$ cat config.mk
export PLATFORM = sky130hd
export DESIGN_NAME = resonator_ctrl
export DESIGN_NICKNAME = d
export VERILOG_FILES = /design/src/rtl/resonator_ctrl.sv
export SDC_FILE = /design/constraint.sdc
export NUM_CORES = 1
export LEC_CHECK = 0
export CAP_MARGIN = 10
export CORE_ASPECT_RATIO = 0.9
export CORE_UTILIZATION = 43
export CTS_CLUSTER_SIZE = 24
export DETAILED_ROUTE_END_ITERATION = 10
export PLACE_DENSITY = 0.65
export SLEW_MARGIN = 15
export SYNTH_ARGS = -nofsm -noshare
export SYNTH_HDL_FRONTEND = slang
export SYNTH_SLANG_ARGS = --single-unit
$ cat constraint.sdc
create_clock -name clk -period 7.56 [get_ports clk]
set_input_delay 1.512 -clock clk [delete_from_list [all_inputs] [get_ports clk]]
set_output_delay 1.512 -clock clk [all_outputs]
set_load 0.02 [all_outputs]
$ cat src/rtl/resonator_ctrl.sv
// Run sequencer for the resonator/sigma-delta datapath: programs the coefficient,
// waits a settle window, then packs the 1-bit stream MSB-first into 32-bit words.
module resonator_ctrl #(
  parameter int CNT_W = 32,
  parameter int NW_W  = 16
) (
  input  logic             clk,
  input  logic             rst,
  input  logic             start,
  input  logic             abort,
  input  logic [31:0]      cfg_coef,
  input  logic [CNT_W-1:0] cfg_settle,
  input  logic [NW_W-1:0]  cfg_nwords,
  output logic             res_en,
  output logic [31:0]      res_coef,
  output logic             res_coef_ld,
  input  logic             res_bit,
  output logic [31:0]      word_data,
  output logic             word_valid,
  input  logic             word_ready,
  output logic             busy,
  output logic             done,
  output logic             ovf
);

  typedef enum logic [2:0] {
    IDLE    = 3'd0,
    LOAD    = 3'd1,
    SETTLE  = 3'd2,
    CAPTURE = 3'd3,
    DRAIN   = 3'd4,
    DONE    = 3'd5
  } state_t;

  state_t           state;
  logic [CNT_W-1:0] settle_cnt;
  logic [NW_W-1:0]  nwords_q;
  logic [NW_W-1:0]  word_cnt;
  logic [4:0]       bit_cnt;
  logic [31:0]      shreg;

  // Sequencer state, counters, capture shift register and all registered outputs.
  always_ff @(posedge clk or posedge rst) begin
    if (rst) begin
      state       <= IDLE;
      settle_cnt  <= {CNT_W{1'b0}};
      nwords_q    <= {NW_W{1'b0}};
      word_cnt    <= {NW_W{1'b0}};
      bit_cnt     <= 5'd0;
      shreg       <= 32'd0;
      res_en      <= 1'b0;
      res_coef    <= 32'd0;
      res_coef_ld <= 1'b0;
      word_data   <= 32'd0;
      word_valid  <= 1'b0;
      busy        <= 1'b0;
      done        <= 1'b0;
      ovf         <= 1'b0;
    end else begin
      res_coef_ld <= 1'b0;
      done        <= 1'b0;
      // A transfer frees the output register; a word loading this cycle overrides below.
      if (word_valid && word_ready) begin
        word_valid <= 1'b0;
      end

      if ((state != IDLE) && abort) begin
        state      <= IDLE;
        res_en     <= 1'b0;
        word_valid <= 1'b0;
        busy       <= 1'b0;
      end else begin
        case (state)
          IDLE: begin
            if (start && !abort) begin
              state      <= LOAD;
              res_coef   <= cfg_coef;
              settle_cnt <= cfg_settle;
              nwords_q   <= cfg_nwords;
              word_cnt   <= {NW_W{1'b0}};
              bit_cnt    <= 5'd0;
              shreg      <= 32'd0;
              ovf        <= 1'b0;
              busy       <= 1'b1;
              res_coef_ld <= 1'b1;
            end
          end
          LOAD: begin
            if (settle_cnt != {CNT_W{1'b0}}) begin
              state  <= SETTLE;
              res_en <= 1'b1;
            end else if (nwords_q == {NW_W{1'b0}}) begin
              state  <= DRAIN;
            end else begin
              state  <= CAPTURE;
              res_en <= 1'b1;
            end
          end
          SETTLE: begin
            if (settle_cnt == {{(CNT_W-1){1'b0}}, 1'b1}) begin
              if (nwords_q == {NW_W{1'b0}}) begin
                state  <= DRAIN;
                res_en <= 1'b0;
              end else begin
                state  <= CAPTURE;
              end
            end
            settle_cnt <= settle_cnt - {{(CNT_W-1){1'b0}}, 1'b1};
          end
          CAPTURE: begin
            shreg   <= {shreg[30:0], res_bit};
            bit_cnt <= bit_cnt + 5'd1;
            if (bit_cnt == 5'd31) begin
              word_cnt <= word_cnt + {{(NW_W-1){1'b0}}, 1'b1};
              if (!word_valid || word_ready) begin
                word_data  <= {shreg[30:0], res_bit};
                word_valid <= 1'b1;
              end else begin
                ovf <= 1'b1;
              end
              if (word_cnt == (nwords_q - {{(NW_W-1){1'b0}}, 1'b1})) begin
                state  <= DRAIN;
                res_en <= 1'b0;
              end
            end
          end
          DRAIN: begin
            if (!word_valid || word_ready) begin
              state <= DONE;
              done  <= 1'b1;
            end
          end
          DONE: begin
            state <= IDLE;
            busy  <= 1'b0;
          end
          default: begin
            state      <= IDLE;
            res_en     <= 1'b0;
            word_valid <= 1'b0;
            busy       <= 1'b0;
          end
        endcase
      end
    end
  end

endmodule

==> run_results.csv <==
group,metric,value,unit
status,status,"completed",
placement,place.gp.congestion,0.839,
die,core-area,18600,um^2
worst_hold_path,hold_class,"reg -> reg",
timing,fin_crit,3.70,ns
global_routing,grt_pass1_wl,34000,um
synth,postSynthCellCount,920,
die,io_pins,156,
route,avgRoutedWirePerCell,15.4,um
timing,min_period_over_period,49.0,%
cts,post-cts-setup-buffers,0,
global_routing,busiest_layer,"met2",
worst_setup_path,r2r_slack,4.43,ns
cts,cts-root-buf,"clkbuf_16",
timing,slew_violations,0,
cts,cts_buffers,17,
worst_setup_path,required,7.84,ns
cts,ctsHtreeMaxLevel,4,
die,die_w,148,um
synth,synth_edf_count,0,
route,viasPerCell,5.38,
synth,synth.top_cells.by_area,"dfrtp_1 (52%), nand2_1 (11%), mux2_2 (4.6%)",
power_and_ir_drop,p_leak,4.81,nW
synth,yosys_warnings,0,
cts,tritoncts,"built",
die,start_util,44.4,%
route,routed_wl,20200,um
timing,max_freq,270,MHz
cts,clockBufferDepth,2,
timing,slew_headroom,33.5,%
global_routing,use_met1,28.4,%
placement,portBuffers,155,
power_and_ir_drop,ir_drop,0.183,mV
placement,dpl.hpwl,13200,um
timing,final-hold-violation-count,0,
die,die_h,133,um
timing,setup_viol,0,
global_routing,grt_max_degree,114,
synth,yosysSeqAreaShare,52.5,%
global_routing,grt_use_total,21.6,%
synth,yosys.area.top_type,"dfrtp_1",
cts,clk_latency,0.43,ns
synth,yosysUniqueCellTypes,52,
route,drt_first_iter_violations,395,
cells_and_area,fin_nets,1143,
worst_setup_path,start_kind,"input port",
timing,clock_skew,0.0121,ns
timing,rsz0062_at_grt,"false",
synth,synth_area,8250,um^2
global_routing,grt_pass1_vias,6766,
global_routing,grt_use_met3,6.71,%
timing,max_slew.worst_pin.slew,0.997,ns
cells_and_area,drive_above_1_share,8.27,%
die,rows,47,
route,antenna_left,0,
cts,clock_sinks,173,
global_routing,grt_use_met2,34.7,%
worst_setup_path,crit_arrival,3.98,ns
worst_setup_path,cp-end-kind,"flip-flop",
worst_setup_path,crit_type,"in -> reg",
synth,syn_area_per_cell,8.97,um^2
cells_and_area,antennaDiodeCount,0,
synth,synthFlopType,"dfrtp_1",
synth,yosys.area.top_type_share,52.5,%
route,vias,7039,
cts,cts_resized,0,
placement,dp.cells,1277,
global_routing,overflow,0,
synth,synth-seq-cells,173,
synth,synth_fp_nets,1012,
cells_and_area,final_cell_count_no_fill,1309,
route,drtPass1Iterations,5,
synth,async_reset_ff_share,100,%
job,cap_viol_max_count,0,
cells_and_area,syn_to_final_growth,28.3,%
global_routing,antenna_found_initial,0,
route,drc,0,
die,dieArea,19700,um^2
cts,clk_pin_slew_worst_paths,0.07,ns
cts,cts_hold_repair.buffers,0,
worst_setup_path,crit_fanout,12,
power_and_ir_drop,power_density,321,nW/um^2
timing,finalSetupTns,0,ns
-- synth_stat cells, types with 8 or more instances --
| library cell | instances |
|---|---|
| inv_1 | 15 |
| xor2_1 | 15 |
| nand3_1 | 52 |
| or3_1 | 13 |
| o21ai_0 | 51 |
| nor4_1 | 14 |
| nor3_1 | 32 |
| dfrtp_1 | 173 |
| mux2_2 | 34 |
| clkbuf_1 | 47 |
| nand2_1 | 250 |
| a21oi_1 | 47 |
| xnor2_1 | 17 |
| nor2_1 | 55 |
| or4_1 | 8 |
| a22oi_1 | 8 |
-- metrics by stage --
| step | total power, mW | setup slack (ns) | hold slack (ns) | utilization (%) | instance area [um^2] |
|---|---|---|---|---|---|
| 6_report | 3.40 | 3.86 | 0.473 | 56.9 | 10600 |
| 5_1_grt | 3.64 | 3.64 | 0.495 | 56.9 | 10600 |
| 4_1_cts | 3.43 | 3.86 | 0.479 | 56.9 | 10600 |
| 3_5_place_dp | 2.57 | 3.41 | 0.461 | 53.9 | 10000 |
| 3_3_place_gp | 2.55 | 3.48 | 0.456 | 53.9 | 10000 |
| 2_1_floorplan | 2.13 | 1.36 | 0.457 | - | 8250 |
-- power by group --
| group | switching, mW | internal, mW | total, mW |
|---|---|---|---|
| sequential | 0.248 | 1.15 | 1.40 |
| combinational | 0.661 | 0.489 | 1.15 |
| clock | 0.405 | 0.441 | 0.846 |
-- worst max-delay path, stage by stage --
cell and delay, ns:
clkdlybuf4s50_1 0.61, nor2_1 0.40, o21a_1 0.33, nand4_1 0.24
or3_1 0.46, nor3_1 0.24, xnor2_1 0.14, nor2_1 0.05
-- final timing paths --
path / from / end / cells past startpoint
max reg2reg: nwords_q[7] / res_en / 7
min: res_coef[17] / res_coef[17] / 2
max: abort / word_cnt[15] / 8
min in group asynchronous: rst / res_coef[5] / 2
min reg2reg: res_coef[17] / res_coef[17] / 2
max in group asynchronous: rst / word_cnt[7] / 3
-- state kept, by name (all words and copies together) (netlist names), 3 cells and up --
register / count
bit_cnt: 5
word_data: 32
nwords_q: 16
res_coef: 32
word_cnt: 16
shreg: 31
state: 3
settle_cnt: 32
-- layout make-up --
| class | instances | area, um^2 |
|---|---|---|
| Fill cell | 1692 | 8000 |
| Sequential cell | 173 | 4330 |
| Multi-Input combinational cell | 678 | 3680 |
| Timing Repair Buffer | 165 | 1630 |
| Clock buffer | 18 | 429 |
| Tap cell | 245 | 307 |
| Clock inverter | 14 | 146 |
| Inverter | 16 | 65.1 |
-- layout by cell type, fill, tap and decap left out, types with 4 or more instances in the layout --
cell             instances
inv_8                    5
nor2_1                  55
o21a_1                   4
nand2_1                249
buf_4                   10
nand3_1                 52
xnor2_1                 17
clkbuf_16               17
o22ai_1                  5
ha_1                     6
and3_1                   7
a21oi_1                 46
a31oi_1                  7
a22oi_1                  8
or4_1                    8
o2bb2ai_1                4
xor2_1                  15
inv_1                   14
inv_6                    4
nor4_1                  14
dfrtp_1                173
o21ai_0                 51
nand4_1                  7
nor3_1                  30
clkdlybuf4s50_1        155
mux2_2                  34
or3_1                   13
-- kinds of logic (layout without fill, tap and decap cells) --
kind of cell	after synthesis	in the layout	share of synthesized area, %
mux	35	35	4.76
flops	173	173	52.5
compound gates	150	150	10.7
buf+inv	69	213	3.21
xor+xnor	32	32	3.40
fa+ha+maj	6	6	0.910
simple gates	455	455	24.5
-- per-layer routing --
metal | share of wire, % | vias to the layer above
met5 | 0 | -
met4 | 1.2 | 0
met3 | 7.3 | 16
met2 | 47 | 174
met1 | 45 | 3430
li1 | - | 3419
Power figures use the tool's default switching activity.
